`src/rtl/fence_sequencer.sv`:
```
// Sequences FENCE / FENCE.I / SFENCE.VMA maintenance hooks (sync, TLB flush, MSHR clears, FE flush).
// Optional watchdog on DRAIN/SYNC enabled by defining FENCE_SEQ_TIMEOUT_EN (adds timeout_o).
package fence_sequencer_pkg;
    typedef enum logic [1:0] {
        NoFlush   = 2'd0,
        FlushAll  = 2'd1,
        FlushASID = 2'd2,
        FlushPage = 2'd3
    } tlb_flush_e;

    typedef enum logic [2:0] {
        S_IDLE  = 3'd0,
        S_DRAIN = 3'd1,
        S_SYNC  = 3'd2,
        S_TLBFL = 3'd3,
        S_CLEAR = 3'd4,
        S_DONE  = 3'd5
    } seq_state_e;
endpackage

module fence_sequencer
    import fence_sequencer_pkg::*;
#(
    parameter int ASID_LEN    = 16,
    parameter int VPN_LEN     = 27,
    parameter int TIMEOUT_CYC = 1023
) (
    input  logic                clk_i,
    input  logic                rst_i,
    input  logic                req_valid_i,
    output logic                req_ready_o,
    input  logic [1:0]          req_type_i,
    input  logic                req_rs1_zero_i,
    input  logic                req_rs2_zero_i,
    input  logic [ASID_LEN-1:0] req_asid_i,
    input  logic [VPN_LEN-1:0]  req_vpn_i,
    input  logic                abort_i,
    input  logic                lsq_empty_i,
    output logic                synch_l1dc_l2c_o,
    input  logic                l2c_update_done_i,
    output tlb_flush_e          L1TLB_flush_type_o,
    output tlb_flush_e          L2TLB_flush_type_o,
    output logic [ASID_LEN-1:0] flush_asid_o,
    output logic [VPN_LEN-1:0]  flush_page_o,
    output logic                clr_l1tlb_mshr_o,
    output logic                clr_l2tlb_mshr_o,
    output logic                clear_dmshr_dregs_o,
    output logic                flush_fe_o,
`ifdef FENCE_SEQ_TIMEOUT_EN
    output logic                timeout_o,
`endif
    output logic                done_valid_o,
    input  logic                done_ready_i,
    output logic                busy_o
);
    localparam logic [1:0] OP_FENCE  = 2'd0;
    localparam logic [1:0] OP_FENCEI = 2'd1;
    localparam logic [1:0] OP_RSVD   = 2'd3;

    seq_state_e          r_state;
    seq_state_e          w_state_next;
    logic [1:0]          r_type;
    logic                r_rs1_zero;
    logic                r_rs2_zero;
    logic [ASID_LEN-1:0] r_asid;
    logic [VPN_LEN-1:0]  r_vpn;
    logic                r_abort_pend;
    logic                w_abort_pend_next;
    logic                w_accept;
    logic                w_to_hit;

    assign w_accept = (r_state == S_IDLE) && req_valid_i;

`ifdef FENCE_SEQ_TIMEOUT_EN
    localparam int CNT_W = $clog2(TIMEOUT_CYC + 1);
    logic [CNT_W-1:0] r_cnt;
    logic             r_timeout;
    logic             w_to_take;

    assign w_to_hit = ((r_state == S_DRAIN) || (r_state == S_SYNC)) &&
                      (r_cnt == CNT_W'(TIMEOUT_CYC - 1));

    always_ff @(posedge clk_i or posedge rst_i) begin
        if (rst_i) begin
            r_cnt     <= '0;
            r_timeout <= 1'b0;
        end else if (w_state_next != r_state) begin
            r_cnt     <= '0;
            r_timeout <= w_to_take;
        end else if ((r_state == S_DRAIN) || (r_state == S_SYNC)) begin
            r_cnt <= r_cnt + CNT_W'(1);
        end
    end
`else
    assign w_to_hit = 1'b0;
`endif

    always_ff @(posedge clk_i or posedge rst_i) begin
        if (rst_i) begin
            r_state      <= S_IDLE;
            r_type       <= 2'd0;
            r_rs1_zero   <= 1'b0;
            r_rs2_zero   <= 1'b0;
            r_asid       <= '0;
            r_vpn        <= '0;
            r_abort_pend <= 1'b0;
        end else begin
            r_state      <= w_state_next;
            r_abort_pend <= w_abort_pend_next;
            if (w_accept) begin
                r_type     <= req_type_i;
                r_rs1_zero <= req_rs1_zero_i;
                r_rs2_zero <= req_rs2_zero_i;
                r_asid     <= req_asid_i;
                r_vpn      <= req_vpn_i;
            end
        end
    end

    always_comb begin
        w_state_next      = r_state;
        w_abort_pend_next = r_abort_pend;
`ifdef FENCE_SEQ_TIMEOUT_EN
        w_to_take         = 1'b0;
`endif
        case (r_state)
            S_IDLE: begin
                w_abort_pend_next = 1'b0;
                if (req_valid_i)
                    w_state_next = (req_type_i == OP_RSVD) ? S_DONE : S_DRAIN;
            end
            S_DRAIN: begin
                if (abort_i)
                    w_state_next = S_IDLE;
                else if (lsq_empty_i)
                    w_state_next = (r_type == OP_FENCE) ? S_DONE : S_SYNC;
                else if (w_to_hit) begin
                    w_state_next = S_DONE;
`ifdef FENCE_SEQ_TIMEOUT_EN
                    w_to_take    = 1'b1;
`endif
                end
            end
            S_SYNC: begin
                // An abort here only takes effect once the writeback reports done.
                w_abort_pend_next = r_abort_pend || abort_i;
                if (l2c_update_done_i) begin
                    if (w_abort_pend_next)
                        w_state_next = S_IDLE;
                    else
                        w_state_next = (r_type == OP_FENCEI) ? S_CLEAR : S_TLBFL;
                end else if (w_to_hit) begin
                    if (w_abort_pend_next)
                        w_state_next = S_IDLE;
                    else begin
                        w_state_next = S_DONE;
`ifdef FENCE_SEQ_TIMEOUT_EN
                        w_to_take    = 1'b1;
`endif
                    end
                end
            end
            S_TLBFL: w_state_next = abort_i ? S_IDLE : S_CLEAR;
            S_CLEAR: w_state_next = abort_i ? S_IDLE : S_DONE;
            S_DONE: begin
                if (abort_i || done_ready_i)
                    w_state_next = S_IDLE;
            end
            default: w_state_next = S_IDLE;
        endcase
    end

    always_comb begin
        req_ready_o         = (r_state == S_IDLE);
        busy_o              = (r_state != S_IDLE);
        synch_l1dc_l2c_o    = (r_state == S_SYNC);
        done_valid_o        = (r_state == S_DONE);
        L1TLB_flush_type_o  = NoFlush;
        L2TLB_flush_type_o  = NoFlush;
        flush_asid_o        = '0;
        flush_page_o        = '0;
        clr_l1tlb_mshr_o    = 1'b0;
        clr_l2tlb_mshr_o    = 1'b0;
        clear_dmshr_dregs_o = 1'b0;
        flush_fe_o          = 1'b0;
`ifdef FENCE_SEQ_TIMEOUT_EN
        timeout_o           = r_timeout && (r_state == S_DONE);
`endif
        if (r_state == S_TLBFL) begin
            if (!r_rs1_zero) begin
                L1TLB_flush_type_o = FlushPage;
                flush_page_o       = r_vpn;
                flush_asid_o       = r_asid;
            end else if (!r_rs2_zero) begin
                L1TLB_flush_type_o = FlushASID;
                flush_asid_o       = r_asid;
            end else begin
                L1TLB_flush_type_o = FlushAll;
            end
            L2TLB_flush_type_o = L1TLB_flush_type_o;
        end
        if (r_state == S_CLEAR) begin
            clr_l1tlb_mshr_o    = 1'b1;
            clr_l2tlb_mshr_o    = 1'b1;
            clear_dmshr_dregs_o = (r_type != OP_FENCEI);
            flush_fe_o          = (r_type == OP_FENCEI);
        end
    end
endmodule

```
`config.mk`:
```
export PLATFORM = sky130hd
export DESIGN_NAME = fence_sequencer
export DESIGN_NICKNAME = d
export VERILOG_FILES = /design/src/rtl/fence_sequencer.sv
export SDC_FILE = /design/constraint.sdc
export NUM_CORES = 1
export LEC_CHECK = 0
export ABC_AREA = 1
export CAP_MARGIN = 0
export CORE_AREA = 8 8 81 76
export CTS_BUF_LIST = sky130_fd_sc_hd__clkbuf_4 sky130_fd_sc_hd__clkbuf_8 sky130_fd_sc_hd__clkbuf_16
export DETAILED_ROUTE_END_ITERATION = 8
export DIE_AREA = 0 0 89 84
export DONT_BUFFER_PORTS = 1
export PLACE_DENSITY = 0.83
export SKIP_CTS_REPAIR_TIMING = 1
export SLEW_MARGIN = 20
export SYNTH_ARGS = -nofsm -noshare
export SYNTH_HDL_FRONTEND = slang
export SYNTH_SLANG_ARGS = --single-unit
```
`constraint.sdc`:
```
create_clock -name clk_i -period 1.5 [get_ports clk_i]
set_input_delay 0.3 -clock clk_i [delete_from_list [all_inputs] [get_ports clk_i]]
set_output_delay 0.3 -clock clk_i [all_outputs]
set_load 0.005 [all_outputs]
```
---- Yosys cells after proc, flatten, opt, wreduce, memory -nomap -nowiden ----
Index checks and enable logic that the tools add are counted.
W data, S select, Z words.
word-level totals
  register bits ........................... 51
  input bits .............................. 54
  output and inout bits ................... 55
operators by class
  equal/unequal tests ..................... 12
  multiplexer cells ....................... 24
  reductions and logical operators ........ 8
operator list
  cell                  count
  $mux W27              2
  $mux W16              3
  $mux W3               11
  $pmux W3 S6           1
  $eq A3 B2 Y1 const B  2
  $eq A3 B3 Y1 const B  2
  $mux W2               3
  $ne A2 B1 Y1 const B  3
  $reduce_and A4 Y1     1
  $eq A3 B1 Y1 const B  1
  $logic_not A3 Y1      1
  $mux W1               3
  $ne A3 B3 Y1 const B  1
  $reduce_bool A3 Y1    1
  $eq A2 B1 Y1 const B  1
  $eq A2 B2 Y1 const B  1
  $logic_not A2 Y1      1
  $logic_or A1 B1 Y1    2
  $ne A2 B2 Y1 const B  1
  $pmux W1 S2           1
  $reduce_bool A2 Y1    1
  $logic_and A1 B1 Y1   1

---- Longest topological paths before layout ----
Gate-level depths: netlist of run 1.
  word-level depth ........................ 5
  mapped depth ............................ 8
  depth with buffers taken out ............ 8

---- Least setup slack after synthesis of run 1 ----
No wires, ideal clock.
  path kind ............................... register to output
  start point ............................. register r_state[0]
  end point ............................... output L2TLB_flush_type_o[0]
  data arrival time ....................... 1188 ps
  required time ........................... 1200 ps
  slack ................................... 12 ps
  stages on the path, launching flop included .. 7
  buffers on the path ..................... 2
  path through ............................ dfrtp_1 -> nand2_1 -> nor2_2 -> inv_2 -> clkbuf_1 -> a21oi_1 -> buf_4
on the way
  word-level cells in the longest chain between the ends .. 2
ends and longest elaborated chain
  item                    line  RTL
  from (decl)             60    seq_state_e r_state;
  from (signal assigned)  108   r_state <= w_state_next;
  $eq A3 B2 Y1            189   if (r_state == S_TLBFL) begin
  $mux W2                 --
  to (decl)               42    output tlb_flush_e L2TLB_flush_type_o,
No other way between the ends.

---- Final worst setup path of run 1 ----
  start point ............................. register r_state[0]
  end point ............................... output req_ready_o
on the way
  word-level cells in the longest chain between the ends .. 1
ends and longest elaborated chain
  item              line  RTL
  $logic_not A3 Y1  174   req_ready_o = (r_state == S_IDLE);
  to (decl)         31    output logic req_ready_o,
No other way between the ends.

==> results.yml, run 1 <==
timing:
  timing.final.crit_share: 1.17
  slew_violations: 0
  setup_ws_ns: -0.257
  worst_pin_slew_ns: 0.460
  relSlewSlack: 0.693
  final.setup.tns_ns: -9.34
  fmax_ghz: 0.569
  rsz0062_at_grt: "true"
  hold_viol: 0
  setup_viol: 66
  fin_crit_ns: 1.76
  skew_ns: 0.00360
die:
  boundaryPins: 109
  core_um2: 4740
  die_area_um2: 7480
  dieHeight_um: 84
  fp.dieW_um: 89
  row_count: 24
  start_util: 0.553
worst_setup_path:
  slowest_delay_ns: 0.41
  critPathMaxFanout: 20
  worstSetupPathType: "register to output pin"
  worstSetupEndpoint: "req_ready_o"
  slowest_stage: "dfrtp_1"
  r2r_end: "r_vpn[26]"
  crit_family: "buffers and inverters"
  path_depth: 5
  reg2reg_depth: 8
  startpoint: "r_state[0]"
  crit_path_end_kind: "output pin"
  arrival_ns: 1.46
  crit_required_ns: 1.20
  r2r_slack_ns: -0.07
  crit_path_start_kind: "register"
  worstPathCellList: "buf_4 -> nor2_2 -> nand2_2 -> inv_4 -> buf_12"
  r2r-start: "r_state[0]"
  crit_buf_inv: 3
cells_and_area:
  drive_above_1_share: 0.227
  diodes: 0
  final-seq-area_um2: 1280
  multi_input_area_um2: 1180
  n_fill_cell: 421
  area_delta_synth_final_pct: 19.0
  final_nets: 423
placed_design:
  place.gp.congestion: 0.868
  dp_hpwl_um: 4670
  portBuffers: 0
  dp_slack_ns: 0.0727
routing:
  route.detailed.drc: 0
  dr_total_vias: 2320
  routed-wl-met2_um: 3250
  wl_per_cell_um: 15.9
  drt_iter0_drc: 104
  via_per_inst: 5.33
  drtPass1Iterations: 4
  top_layer: "met4"
  drt_wl_total_um: 6910
  wl_met1_um: 2900
  wl_met3_um: 675
  postRouteAntennaNets: 0
clock_network:
  cts.sink_count: 51
  clockBufferDepth: 2
  clk_transition_reported_paths_ns: 0.09
  cts_buffers: 5
  root_buffer: "clkbuf_8"
  cts_tree: "yes"
  h-tree-depth: 2
  insertion_delay_ns: 0.30
global_routing:
  grt_overflow_total: 0
  grt_pass1_wl_um: 10300
  grt_start_max_net_pins: 40
  grt_pass1_vias: 2279
  grt_usage: 0.171
  antenna_found_initial: 0
power_and_ir_drop:
  peakVddDrop_mv: 1.08
  leakage_nw: 1.65
  p_per_area_nw_per_um2: 2080
hold_path:
  worstHoldPathType: "input pin to register"
synthesis:
  ys_seq_area_frac: 0.487
  ys_top_cells_by_area: "dfrtp_1 49%, nand2_1 18%, nor2_1 8.2%"
  ys_seq_elements: 51
  synth.distinct_cells: 18
  netlist_area_um2: 2620
  ys_warn_count: 0
  yosys.area.top_type: "dfrtp_1"
  postSynthAreaPerCell_um2: 7.22
  netlist.area_leader.share: 0.487
  syn-num-nets: 417
  synth_cells: 363
outcome:
  status: "finished with violations"
  violations: "negative setup slack"
run:
  cap_violations: 0
==> layout make-up <==
| type | count | share of cell area |
|---|---|---|
| sequential | 51 | 0.409 |
| multi-input combinational | 252 | 0.379 |
| timing repair buffer | 21 | 0.0930 |
| inverter | 38 | 0.0493 |
| tap | 65 | 0.0261 |
| clock buffer | 6 | 0.0245 |
| clock inverter | 2 | 0.0192 |
==> cells by family (layout without fill, tap and decap cells) <==
group | count (synthesis) | after routing | share of synthesized area
buffers and inverters | 60 | 67 | 0.107
flip-flops | 51 | 51 | 0.487
AND/OR/NAND/NOR | 235 | 235 | 0.369
AO/OA/AOI/OAI | 17 | 17 | 0.0377
==> how the worst min path moves through the flow <==
stage	start	to	cells after the start
2_1_floorplan	rst_i	r_abort_pend	1
3_3_place_gp	rst_i	r_vpn[23]	1
3_5_place_dp	rst_i	r_vpn[23]	1
4_1_cts	rst_i	r_vpn[23]	1
5_1_grt	req_asid_i[0]	r_asid[0]	2
6_report	req_vpn_i[15]	r_vpn[15]	2
==> cell usage in the layout, fill, tap and decap left out, drive strengths merged <==
| master | n |
|---|---|
| o22ai | 2 |
| o21ai | 1 |
| clkinvlp | 1 |
| nand3b | 1 |
| dfrtp | 51 |
| nand3 | 39 |
| dlygate4sd3 | 1 |
| bufinv | 2 |
| a21oi | 14 |
| inv | 37 |
| nor2 | 59 |
| nand2 | 136 |
| buf | 17 |
| clkbuf | 9 |
==> flip-flops by register name, summed over array words and instances (netlist names) <==
name and count:
r_state 3, r_asid 16, r_vpn 27, r_type 2, r_abort_pend 1, r_rs2_zero 1, r_rs1_zero 1
==> stage by stage <==
step | total power [mW] | instance area (um^2) | utilization | std cells | hold WS (ns)
2_1_floorplan | 4.19 | 2630 | - | 363 | 0.349
3_3_place_gp | 4.68 | 2730 | 0.574 | 420 | 0.205
3_5_place_dp | 4.79 | 2730 | 0.574 | 420 | 0.213
4_1_cts | 5.90 | 2860 | 0.603 | 428 | -0.118
5_1_grt | 6.98 | 3120 | 0.658 | 435 | 0.130
6_report | 6.49 | 3120 | 0.658 | 435 | 0.136
==> worst reg2reg max path: stages, from the launching register on <==
cell and delay, ns:
dfrtp_1 0.41, buf_4 0.16, nor2_2 0.15, nand2_2 0.14, inv_4 0.12, nand2_2 0.08
buf_4 0.21, nor2_1 0.11, a21oi_1 0.06
==> report_power, final <==
part           internal, mW  switching [mW]
clock network         0.684           0.425
logic                  1.13            1.81
registers              2.04           0.402
total                  3.85            2.63
==> synth_stat cells, drive strengths merged <==
library cell,n
nand2,136
buf,15
dfrtp,51
o22ai,2
nand3,39
nand3b,1
inv,38
clkbuf,7
a21oi,14
nor2,59
o21ai,1
==> metal layers <==
layer	vias up	track usage
li1	1111	-
met1	1088	0.198
met2	110	0.286
met3	11	0.0610
met4	0	0.0483
met5	-	0
(Power assumes the default switching activity.)
==> run 2, diff against run 1 <==
--- a/config.mk
+++ b/config.mk
@@ -6,7 +6,7 @@
 export NUM_CORES = 1
 export LEC_CHECK = 0
 export ABC_AREA = 1
-export CAP_MARGIN = 0
+export CAP_MARGIN = 20
 export CORE_AREA = 8 8 81 76
 export CTS_BUF_LIST = sky130_fd_sc_hd__clkbuf_4 sky130_fd_sc_hd__clkbuf_8 sky130_fd_sc_hd__clkbuf_16
 export DETAILED_ROUTE_END_ITERATION = 8
==> results of run 2 <==
Final layout, timing and power as in run 1 (identical DEF).
